--- src/rtl/periph_pkg.sv ---
// ----------------------------------------------------------------------------
// periph_pkg
// Shared constants for the debug/termination peripheral and its write buffer.
//   DEBUG_BASE_ADDR : byte address of the peripheral register
//   PASS_CODE       : word the termination peripheral treats as "test passed"
//   is_hit()        : core-side store decode against a base address
// ----------------------------------------------------------------------------
package periph_pkg;

    localparam logic [31:0] DEBUG_BASE_ADDR = 32'h0000_8010;
    localparam logic [31:0] PASS_CODE       = 32'h0000_0001;

    // A store hits the peripheral only when both strobes are low and the
    // full byte address matches; reads and other addresses are ignored.
    function automatic logic is_hit(input logic [31:0] addr,
                                    input logic [31:0] base,
                                    input logic        csb,
                                    input logic        wen);
        return (!csb && !wen && (addr == base));
    endfunction

endpackage

--- src/rtl/periph_write_buffer_if.sv ---
// ----------------------------------------------------------------------------
// periph_write_buffer_if
// Bundles the core data-memory port and the peripheral strobe port of the
// posted-write buffer.
//   core side : addr_i, data_i, csb_i, wen_i (in), stall_o (out)
//   periph    : periph_data_o, periph_csb_o, periph_wen_o (out),
//               periph_ready_i (in)
//   status    : count_o (out), occupancy of the buffer
// slave modport is taken by the buffer, master by whoever drives it.
// ----------------------------------------------------------------------------
interface periph_write_buffer_if #(
    parameter int DEPTH = 4
);
    localparam int CW = $clog2(DEPTH) + 1;

    logic [31:0]   addr_i;
    logic [31:0]   data_i;
    logic          csb_i;
    logic          wen_i;
    logic          stall_o;
    logic [31:0]   periph_data_o;
    logic          periph_csb_o;
    logic          periph_wen_o;
    logic          periph_ready_i;
    logic [CW-1:0] count_o;

    modport slave (
        input  addr_i, data_i, csb_i, wen_i, periph_ready_i,
        output stall_o, periph_data_o, periph_csb_o, periph_wen_o, count_o
    );

    modport master (
        output addr_i, data_i, csb_i, wen_i, periph_ready_i,
        input  stall_o, periph_data_o, periph_csb_o, periph_wen_o, count_o
    );

endinterface

--- src/rtl/sync_fifo.sv ---
// ----------------------------------------------------------------------------
// sync_fifo
// Single-clock FIFO with occupancy counter. Push on a full FIFO and pop on an
// empty FIFO are ignored. Full/empty derive from the counter.
//   clk_i, reset_i : clock, asynchronous active-high reset
//   push_i, data_i : write data_i at the tail
//   pop_i          : advance the head
//   full_o/empty_o : occupancy == DEPTH / == 0
//   count_o        : occupancy
//   head_o         : entry at the head (undefined content when empty)
// ----------------------------------------------------------------------------
module sync_fifo #(
    parameter int WIDTH = 32,
    parameter int DEPTH = 4
) (
    input  logic                     clk_i,
    input  logic                     reset_i,
    input  logic                     push_i,
    input  logic                     pop_i,
    input  logic [WIDTH-1:0]         data_i,
    output logic                     full_o,
    output logic                     empty_o,
    output logic [$clog2(DEPTH):0]   count_o,
    output logic [WIDTH-1:0]         head_o
);
    localparam int PW = $clog2(DEPTH);
    localparam int CW = PW + 1;

    logic [WIDTH-1:0] mem_q [DEPTH];
    logic [WIDTH-1:0] mem_d [DEPTH];
    logic [PW-1:0]    wr_ptr_q, wr_ptr_d;
    logic [PW-1:0]    rd_ptr_q, rd_ptr_d;
    logic [CW-1:0]    count_q, count_d;
    logic             do_push_s, do_pop_s;

    // Next-state for storage, pointers and occupancy
    always_comb begin
        mem_d     = mem_q;
        wr_ptr_d  = wr_ptr_q;
        rd_ptr_d  = rd_ptr_q;
        count_d   = count_q;
        full_o    = (count_q == CW'(DEPTH));
        empty_o   = (count_q == CW'(0));
        do_push_s = push_i && !full_o;
        do_pop_s  = pop_i && !empty_o;

        if (do_push_s) begin
            mem_d[wr_ptr_q] = data_i;
            // DEPTH is a power of two, so natural overflow wraps the pointer
            wr_ptr_d        = wr_ptr_q + PW'(1);
        end else begin
            wr_ptr_d        = wr_ptr_q;
        end

        if (do_pop_s) begin
            rd_ptr_d = rd_ptr_q + PW'(1);
        end else begin
            rd_ptr_d = rd_ptr_q;
        end

        case ({do_push_s, do_pop_s})
            2'b10:   count_d = count_q + CW'(1);
            2'b01:   count_d = count_q - CW'(1);
            default: count_d = count_q;
        endcase
    end

    // State registers; reset discards every pending entry
    always_ff @(posedge clk_i or posedge reset_i) begin
        if (reset_i) begin
            for (int i = 0; i < DEPTH; i++) begin
                mem_q[i] <= {WIDTH{1'b0}};
            end
            wr_ptr_q <= PW'(0);
            rd_ptr_q <= PW'(0);
            count_q  <= CW'(0);
        end else begin
            mem_q    <= mem_d;
            wr_ptr_q <= wr_ptr_d;
            rd_ptr_q <= rd_ptr_d;
            count_q  <= count_d;
        end
    end

    assign count_o = count_q;
    assign head_o  = mem_q[rd_ptr_q];

endmodule

--- src/rtl/periph_write_buffer.sv ---
// ----------------------------------------------------------------------------
// periph_write_buffer
// Posted-write buffer between the core data-memory port and the debug /
// termination peripheral. Stores to BASE_ADDR are queued; the queue drains
// one word per accepted strobe. The core only stalls when the queue is full.
//   clk_i, reset_i : clock, asynchronous active-high reset
//   bus (slave)    : core port (addr/data/csb/wen in, stall out), peripheral
//                    strobe port (data/csb/wen out, ready in), count_o
// stall_o depends on the decode and registered occupancy only, never on
// periph_ready_i, so a space freed by a pop is usable one cycle later.
// ----------------------------------------------------------------------------
module periph_write_buffer
    import periph_pkg::*;
#(
    parameter int          DEPTH     = 4,
    parameter logic [31:0] BASE_ADDR = DEBUG_BASE_ADDR
) (
    input  logic                  clk_i,
    input  logic                  reset_i,
    periph_write_buffer_if.slave  bus
);
    localparam int CW = $clog2(DEPTH) + 1;

    logic          hit_s;
    logic          push_s;
    logic          pop_s;
    logic          full_s;
    logic          empty_s;
    logic [CW-1:0] count_s;
    logic [31:0]   head_s;

    // Address decode, stall and strobe mapping
    always_comb begin
        hit_s  = is_hit(bus.addr_i, BASE_ADDR, bus.csb_i, bus.wen_i);
        push_s = hit_s && !full_s;
        pop_s  = !empty_s && bus.periph_ready_i;

        bus.stall_o      = hit_s && full_s;
        bus.periph_csb_o = empty_s;
        bus.periph_wen_o = empty_s;
        bus.count_o      = count_s;

        // Present zero instead of stale storage when nothing is pending
        if (empty_s) begin
            bus.periph_data_o = 32'h0000_0000;
        end else begin
            bus.periph_data_o = head_s;
        end
    end

    sync_fifo #(
        .WIDTH (32),
        .DEPTH (DEPTH)
    ) u_fifo (
        .clk_i   (clk_i),
        .reset_i (reset_i),
        .push_i  (push_s),
        .pop_i   (pop_s),
        .data_i  (bus.data_i),
        .full_o  (full_s),
        .empty_o (empty_s),
        .count_o (count_s),
        .head_o  (head_s)
    );

endmodule
--- src/flat_wrapper.sv ---
// flat-port wrapper written by rule: the top's interface ports become plain ports
module periph_write_buffer_flat import periph_pkg::*;
#(
    parameter int          DEPTH     = 4,
    parameter logic [31:0] BASE_ADDR = DEBUG_BASE_ADDR
)
  (clk_i, reset_i, bus_addr_i, bus_data_i, bus_csb_i, bus_wen_i, bus_periph_ready_i, bus_stall_o, bus_periph_data_o, bus_periph_csb_o, bus_periph_wen_o, bus_count_o);
  periph_write_buffer_if #(.DEPTH(DEPTH)) bus_i ();
  input  logic clk_i;
  input  logic reset_i;
  input wire logic [$bits(bus_i.addr_i)-1:0] bus_addr_i;
  input wire logic [$bits(bus_i.data_i)-1:0] bus_data_i;
  input wire logic [$bits(bus_i.csb_i)-1:0] bus_csb_i;
  input wire logic [$bits(bus_i.wen_i)-1:0] bus_wen_i;
  input wire logic [$bits(bus_i.periph_ready_i)-1:0] bus_periph_ready_i;
  output wire logic [$bits(bus_i.stall_o)-1:0] bus_stall_o;
  output wire logic [$bits(bus_i.periph_data_o)-1:0] bus_periph_data_o;
  output wire logic [$bits(bus_i.periph_csb_o)-1:0] bus_periph_csb_o;
  output wire logic [$bits(bus_i.periph_wen_o)-1:0] bus_periph_wen_o;
  output wire logic [$bits(bus_i.count_o)-1:0] bus_count_o;
  assign bus_i.addr_i = bus_addr_i;
  assign bus_i.data_i = bus_data_i;
  assign bus_i.csb_i = bus_csb_i;
  assign bus_i.wen_i = bus_wen_i;
  assign bus_i.periph_ready_i = bus_periph_ready_i;
  assign bus_stall_o = bus_i.stall_o;
  assign bus_periph_data_o = bus_i.periph_data_o;
  assign bus_periph_csb_o = bus_i.periph_csb_o;
  assign bus_periph_wen_o = bus_i.periph_wen_o;
  assign bus_count_o = bus_i.count_o;
  periph_write_buffer #(.DEPTH(DEPTH), .BASE_ADDR(BASE_ADDR)) u_core (.clk_i(clk_i), .reset_i(reset_i), .bus(bus_i));
endmodule
--- config.mk ---
export PLATFORM = sky130hd
export DESIGN_NAME = periph_write_buffer_flat
export DESIGN_NICKNAME = d
export VERILOG_FILES = /design/src/rtl/periph_pkg.sv /design/src/rtl/periph_write_buffer_if.sv /design/src/rtl/sync_fifo.sv /design/src/rtl/periph_write_buffer.sv /design/src/flat_wrapper.sv
export SDC_FILE = /design/constraint.sdc
export NUM_CORES = 1
export LEC_CHECK = 0
export BUFFER_PORTS_ARGS = -buffer_cell sky130_fd_sc_hd__buf_2
export CAP_MARGIN = 20
export CORE_UTILIZATION = 61
export DETAILED_ROUTE_END_ITERATION = 8
export GPL_TIMING_DRIVEN = 0
export PLACE_DENSITY = 0.85
export SLEW_MARGIN = 5
export SYNTH_ARGS = -nofsm -noshare
export SYNTH_HDL_FRONTEND = slang
export SYNTH_SLANG_ARGS = --single-unit
--- constraint.sdc ---
create_clock -name clk_i -period 16.8 [get_ports clk_i]
set_clock_uncertainty 0.1 [all_clocks]
set_input_delay 5.04 -clock clk_i [delete_from_list [all_inputs] [get_ports clk_i]]
set_output_delay 5.04 -clock clk_i [all_outputs]
set_load 0.02 [all_outputs]
# After elaboration in Yosys (flattened, before gate mapping)
# Index checks and enable logic that the tools add are counted.
[totals]
regBits = 135
input_bits = 69
out_inout_bits = 38
elab_cells = 42
[classes]
add_sub_neg = 4
order_cmp = 3
n_eq_ne = 4
n_mux = 8
bitwise_logic = 2
n_reduce_logical = 14
[op_table]
columns = ["op", "count"]
rows = [
  ["$bwmux W128", 1],
  ["$mux W32", 4],
  ["$bmux W32 S2", 1],
  ["$demux W32 S2", 1],
  ["$eq A32 B16 Y1 const B", 1],
  ["$logic_and A1 B1 Y1", 8],
  ["$ge A3 B3 Y1 const B", 2],
  ["$not A2 Y3", 2],
  ["$pmux W3 S2", 1],
  ["$add A2 B1 Y2 const B", 2],
  ["$logic_not A1 Y1", 4],
  ["$add A3 B1 Y3 const B", 1],
  ["$eq A3 B3 Y1 const B", 1],
  ["$logic_not A3 Y1", 1],
  ["$lt A3 B1 Y1 const B", 1],
  ["$sub A3 B1 Y3 const B", 1],
  ["$eq A2 B1 Y1 const B", 1],
  ["$eq A2 B2 Y1 const B", 1],
  ["$reduce_bool A2 Y1", 1],
]

# Longest topological paths before layout
# Gate-level depths: netlist (run 1).
[logic_depth]
depth_word = 7
depth_mapped = 9

# By module
# Synthesis (run 1) repeated with hierarchy kept, for this count alone.
[hier_totals]
hier_cells = 400
hier_area_um2 = 6284.8
[modules_own_cells]
columns = ["mod", "instances", "cells_per_inst", "area_each_um2"]
rows = [
  ["sync_fifo", 1, 349, 5967.0],
  ["periph_write_buffer", 1, 51, 317.8],
]

# Worst setup path before layout (run 1)
# Ideal clock, no wire load.
[synth_timing]
path_kind = "input to output"
from = "in bus_addr_i[18]"
to = "out bus_stall_o"
t_arrival_ns = 6.276
required_ns = 11.660
path_slack_ns = 5.384
path_stages = 3
path_buffers = 0
cell_sequence = "nor4_1 nand4_1 nor4_1"
[synth_between]
elab_chain_cells = 3
[synth_rtl]
columns = ["element", "line", "text"]
rows = [
  ["from (decl)", "flat_wrapper.sv:11", "input wire logic [$bits(bus_i.addr_i)-1:0] bus_addr_i;"],
  ["$eq A32 B16 Y1", "periph_pkg.sv:19", "return (!csb && !wen && (addr == base));"],
  ["$logic_and A1 B1 Y1", "periph_pkg.sv:19", ""],
  ["$logic_and A1 B1 Y1", "periph_write_buffer.sv:38", "bus.stall_o = hit_s && full_s;"],
  ["to (decl)", "flat_wrapper.sv:16", "output wire logic [$bits(bus_i.stall_o)-1:0] bus_stall_o;"],
]
# Every way passes these cells.

# Worst setup path after layout (run 1)
[layout_timing]
from = "in bus_addr_i[3]"
to = "out bus_stall_o"
# The elaborated chain is that of the path after synthesis.

==> metrics.yaml, run 1 <==
cts.repair.resized: 0
hpwl_um: 8500
antenna_found_initial: 0
fin_ws_ns: 5.40
core_area_mm2: 0.0103
dr.pass1.iters: 4
post-place-ws_ns: 5.40
ant_nets: 0
finalSetupTns_ns: 0
cp_data_required_time_ns: 11.66
synth_nets: 477
synth_cell_types: 28
cp_common_cell: "buf_2"
viasPerCell: 5.73
globalplace.congestion: 0.722
crit_chain: "buf_2 -> nor4b_2 -> nand4_1 -> nor4_1 -> buf_2"
tightest_slew_ns: 1.01
fin_crit_ns: 11.40
wl_per_cell_um: 19.5
post-route-period-util: 0.679
maxCapViolations: 0
clk_path_buf_depth: 2
clk_latency_ns: 0.53
drtIter0Drc: 196
area_growth_pct: 21.3
worstPathArrival_ns: 6.26
cp-end-kind: "primary output"
die_x_um: 105
crit_path_top_delay_cell: "nand4_1"
std_cell_rows: 37
post-cts-setup-buffer-count: 0
p_per_area_mw_per_mm2: 113
hp-class: "flip-flop to flip-flop"
synth_cells: 402
peakVddDrop_mv: 0.0977
leakage_nw: 4.27
dieArea_mm2: 0.0111
rsz0062_at_grt: "no"
yosysWarningCount: 0
nets: 603
ctsHtreeMaxLevel: 4
grt_pass1_wl_um: 22400
track_usage: 0.268
io_buffers: 106
insertedDiodeCount: 0
drive_gt1_frac: 0.470
grt_max_degree: 83
final_max_slew_viol_count: 0
fmax_ghz: 0.0877
syn-cell-area_mm2: 0.00650
drc: 0
critPathKind: "input port to primary output"
crit_buf_inv: 2
clkTransAtPathRegs_ns: 0.06
clock-root-buffer: "clkbuf_8"
pin_count: 107
critPathTopFamily: "simple AND/OR/NAND/NOR gates"
setup_viol: 0
initial_core_util: 0.630
cts_hold_buffers: 0
wl_um: 13200
ys_seq_area_frac: 0.520
cp-start-kind: "input port"
status: "finished, final reports clean"
worst-path-max-fanout: 7
grt_remaining_overflow: 0
finalHoldViolations: 0
cpPeakStageDelay_ns: 0.32
synth_area_per_cell_um2: 16.2
grt_pass1_vias: 4392
num_vias: 3876
maxSlewHeadroom: 0.318
numCtsBuffers: 17
chipHeight_um: 105
total_power_uw: 891
cts_sinks: 135
cts_tree: "yes"
ys_ff_latch: 135
==> registers in the layout (all words and copies together), names as in the netlist <==
| register | count |
|---|---|
| u_core.u_fifo.wr_ptr_q | 2 |
| u_core.u_fifo.rd_ptr_q | 2 |
| u_core.u_fifo.count_o | 3 |
| u_core.u_fifo.mem_q | 128 |
==> layer usage <==
| layer | track usage | vias up | wire length, um |
|---|---|---|---|
| li1 | - | 1721 | - |
| met1 | 0.335 | 2029 | 5460 |
| met2 | 0.457 | 111 | 6900 |
| met3 | 0.0705 | 15 | 682 |
| met4 | 0.0895 | 0 | 139 |
| met5 | 0 | - | 0 |
==> layout by cell type (no fill, tap or decap), types with 2 or more instances in the layout <==
cell / Yosys / layout
buf_2: 11 / 117
buf_6: 6 / 6
bufinv_16: 0 / 5
clkbuf_1: 8 / 8
clkbuf_16: 0 / 16
clkbuf_8: 0 / 4
clkinv_2: 0 / 3
clkinv_4: 0 / 2
clkinvlp_4: 0 / 2
dfrtp_1: 135 / 135
ha_1: 5 / 5
inv_1: 6 / 5
mux2_1: 69 / 69
mux2_4: 60 / 60
mux4_2: 32 / 32
nand2_1: 6 / 6
nor2_1: 2 / 2
nor2b_1: 33 / 33
nor4_1: 7 / 7
nor4_2: 2 / 2
nor4b_2: 2 / 2
or4_1: 2 / 2
xnor2_1: 3 / 3
xor2_1: 3 / 3
==> power breakdown <==
group,leakage (nW),internal [mW],switching [mW]
registers,1.87,0.332,0.00459
logic,2.08,0.0571,0.0903
clock network,0.317,0.268,0.140
total,4.27,0.656,0.235
==> Yosys cell counts <==
library cell	number	share of area
dfrtp_1	135	0.52
mux2_1	69	0.12
mux2_4	60	0.14
nor2b_1	33	0.032
mux4_2	32	0.11
buf_2	11	0.0085
clkbuf_1	8	0.0046
nor4_1	7	0.0067
buf_6	6	0.010
inv_1	6	0.0035
nand2_1	6	0.0035
ha_1	5	0.0096
xnor2_1	3	0.0040
xor2_1	3	0.0040
nor2_1	2	0.0012
nor4_2	2	0.0038
nor4b_2	2	0.0046
or4_1	2	0.0023
buf_1	1	0.00058
buf_4	1	0.0012
fa_1	1	0.0031
mux2i_1	1	0.0015
nand3_1	1	0.00077
nand4_1	1	0.00096
nor3_1	1	0.00077
nor4b_1	1	0.0013
or3b_1	1	0.0013
or4b_1	1	0.0015
==> cells by family after synthesis <==
kind of cell,Yosys count,synth area share
DFF,135,0.520
muxes,162,0.370
buffers and inverters,33,0.0287
xor gates and xnor gates,6,0.00808
adders and majority gates,6,0.0127
and+or+nand+nor,60,0.0606
==> stage by stage <==
| stage | util | hold WS (ns) | instances | cell area (um^2) |
|---|---|---|---|---|
| 6_report | 0.764 | 0.379 | 677 | 7890 |
| 5_1_grt | 0.764 | 0.398 | 677 | 7890 |
| 4_1_cts | 0.764 | 0.384 | 677 | 7890 |
| 3_5_place_dp | 0.701 | 0.371 | 645 | 7240 |
| 3_3_place_gp | 0.698 | 0.361 | 644 | 7200 |
| 2_1_floorplan | - | 0.352 | 402 | 6500 |
==> layout make-up <==
cell class,count,area (um^2)
Inverter,6,27.5
Sequential cell,135,3380
Fill cell,629,2430
Clock inverter,12,198
Buffer,27,164
Tap cell,136,170
Clock buffer,20,455
Multi-Input combinational cell,234,2940
Timing Repair Buffer,107,558
==> path summary, 6_finish.rpt <==
| check | from | to | slack, ns | cells past startpoint |
|---|---|---|---|---|
| setup / recovery | bus_addr_i[3] | bus_stall_o | 5.40 | 5 |
| hold / removal | u_core.u_fifo.mem_q[45] | u_core.u_fifo.mem_q[45] | 0.38 | 1 |
| setup reg to reg | u_core.u_fifo.count_o[0] | u_core.u_fifo.count_o[1] | 14.24 | 6 |
| hold reg to reg | u_core.u_fifo.mem_q[45] | u_core.u_fifo.mem_q[45] | 0.38 | 1 |
| max in group asynchronous | reset_i | u_core.u_fifo.mem_q[68] | 11.40 | 3 |
| min in group asynchronous | reset_i | u_core.u_fifo.mem_q[124] | 4.45 | 2 |
Note: power is estimated with default switching activity, not from simulation.
==> run 2, diff against run 1 <==
Settings changed: CORE_UTILIZATION 61 to 57, PLACE_DENSITY 0.85 to 0.81.
Clock period 16.8 ns to 11.9 ns, I/O delays scaled along.
==> run 2 against run 1 <==
Effect of this change:
- sequential cell count is the same
- total power grew 48%
- clock power rose by 56%
- die area up 6.9%
- sequential power up 41%
- clock-buffer cell count fell by 1
- critical endpoint unchanged
- highest routed layer unchanged
- non-clock buffer count grew 1
==> metrics.yaml, run 2 (synthesized netlist as in run 1, its figures left out) <==
cpPeakStageDelay_ns: 0.33
clkTransAtPathRegs_ns: 0.06
crit_start: "bus_addr_i[17]"
p_switching_uw: 332
post-route-period-util: 0.713
largest_reg_flops: 128
grt_remaining_overflow: 0
setup_viol: 0
final_common_cell: "dfrtp_1"
clk_latency_ns: 0.41
worst-path-max-fanout: 7
drive_gt1_frac: 0.469
top_register: "u_core.u_fifo.mem_q"
die_x_um: 109
std_cell_rows: 38
core_area_mm2: 0.0110
clkPwrFrac: 0.481
crit_path_top_delay_cell: "nor4_1"
layout_common_cells: "135 x dfrtp_1, 118 x buf_2, 69 x mux2_1, 60 x mux2_4, 33 x nor2b_1"
numCtsBuffers: 17
wl_per_cell_um: 18.9
p_int_uw: 990
tightest_slew_ns: 0.797
cts_sinks: 135
rsz0062_at_grt: "no"
crit_chain: "buf_2 -> nor4_1 -> nand4_1 -> nor4_1 -> buf_2"
cts_tree: "yes"
leakage_nw: 4.30
clk_path_buf_depth: 2
hp-class: "flip-flop to flip-flop"
finalHoldViolations: 0
drc: 0
dieArea_mm2: 0.0118
critPathKind: "input port to primary output"
area_growth_pct: 22.5
globalplace.congestion: 0.768
pin_count: 107
ctsHtreeMaxLevel: 4
cts.repair.resized: 0
final_max_slew_viol_count: 0
post-cts-setup-buffer-count: 0
crit_buf_inv: 2
cp_data_required_time_ns: 8.23
p_per_area_mw_per_mm2: 166
cp-end-kind: "primary output"
maxCapViolations: 0
antenna_found_initial: 1
fillers: 690
chipHeight_um: 109
cp-start-kind: "input port"
initial_core_util: 0.592
grt_pass1_wl_um: 21500
peakVddDrop_mv: 0.150
grt_max_degree: 85
combPwrFrac: 0.159
grt_pass1_vias: 4142
io_buffers: 106
hpwl_um: 8440
track_usage: 0.250
nets: 604
cts_hold_buffers: 0
worstPathArrival_ns: 4.81
num_vias: 3816
total_power_mw: 1.32
critPathTopFamily: "simple AND/OR/NAND/NOR gates"
fmax_ghz: 0.118
ant_nets: 0
switching_share: 0.251
finalSetupTns_ns: 0
r2r_start: "u_core.u_fifo.count_o[2]"
worstHoldStart: "u_core.u_fifo.mem_q[47]"
viasPerCell: 5.59
wl_um: 12900
clock-root-buffer: "clkbuf_16"
drtIter0Drc: 140
p_seq_frac: 0.360
fin_crit_ns: 8.48
dr.pass1.iters: 4
status: "finished, final reports clean"
maxSlewHeadroom: 0.469
[run 2: cell count changes in the layout (fill, tap and decap cells not counted)]
| cell | before | now |
|---|---|---|
| buf_2 | 117 | 118 |
| bufinv_16 | 5 | 8 |
| clkbuf_1 | 8 | 9 |
| clkbuf_16 | 16 | 17 |
| clkbuf_8 | 4 | 1 |
| clkinv_2 | 3 | 2 |
| clkinv_4 | 2 | 1 |
| diode_2 | 0 | 1 |
[run 2: final cells by class]
cell class	count	area, um^2	area share
Sequential cell	135	3380	0.424
Multi-Input combinational cell	234	2940	0.369
Timing Repair Buffer	108	563	0.0707
Clock buffer	19	443	0.0556
Clock inverter	13	274	0.0344
Tap cell	140	175	0.0220
Buffer	27	164	0.0206
Inverter	6	27.5	0.00346
Antenna cell	1	2.50	0.000314
[run 2: power by group through the flow]
stage / clock, mW / sequential (mW) / combinational [mW]
after CTS: 0.643 / 0.476 / 0.214
final: 0.636 / 0.475 / 0.210
after global routing: 0.661 / 0.477 / 0.229
after floorplan: 0 / 0.489 / 0.139
after global placement: 0 / 0.483 / 0.206
after detailed placement: 0 / 0.483 / 0.212
[run 2: final timing paths]
path | endpoint | slack, ns | depth (start not counted)
setup / recovery | bus_stall_o | 3.42 | 5
hold / removal | u_core.u_fifo.mem_q[47] | 0.38 | 1
setup reg to reg | u_core.u_fifo.mem_q[30] | 9.54 | 6
hold reg to reg | u_core.u_fifo.mem_q[47] | 0.38 | 1
max in group asynchronous | u_core.u_fifo.mem_q[97] | 7.87 | 3
min in group asynchronous | u_core.u_fifo.mem_q[78] | 3.08 | 2
[run 2: per-layer routing]
metal	GRT usage	part of all wire	routed length, um
met1	0.323	0.44	5670
met2	0.405	0.51	6540
met3	0.0663	0.040	516
met4	0.0985	0.014	176
met5	0	0	0
[run 2: metrics by stage]
step / cell area [um^2] / setup slack, ns / utilization / instances / hold slack (ns)
floorplan: 6500 / 3.42 / - / 402 / 0.352
global placement: 7210 / 3.35 / 0.656 / 648 / 0.361
detailed placement: 7240 / 3.42 / 0.659 / 649 / 0.370
CTS: 7960 / 3.41 / 0.725 / 681 / 0.383
global route: 7970 / 3.22 / 0.725 / 683 / 0.391
finish: 7970 / 3.42 / 0.725 / 683 / 0.381
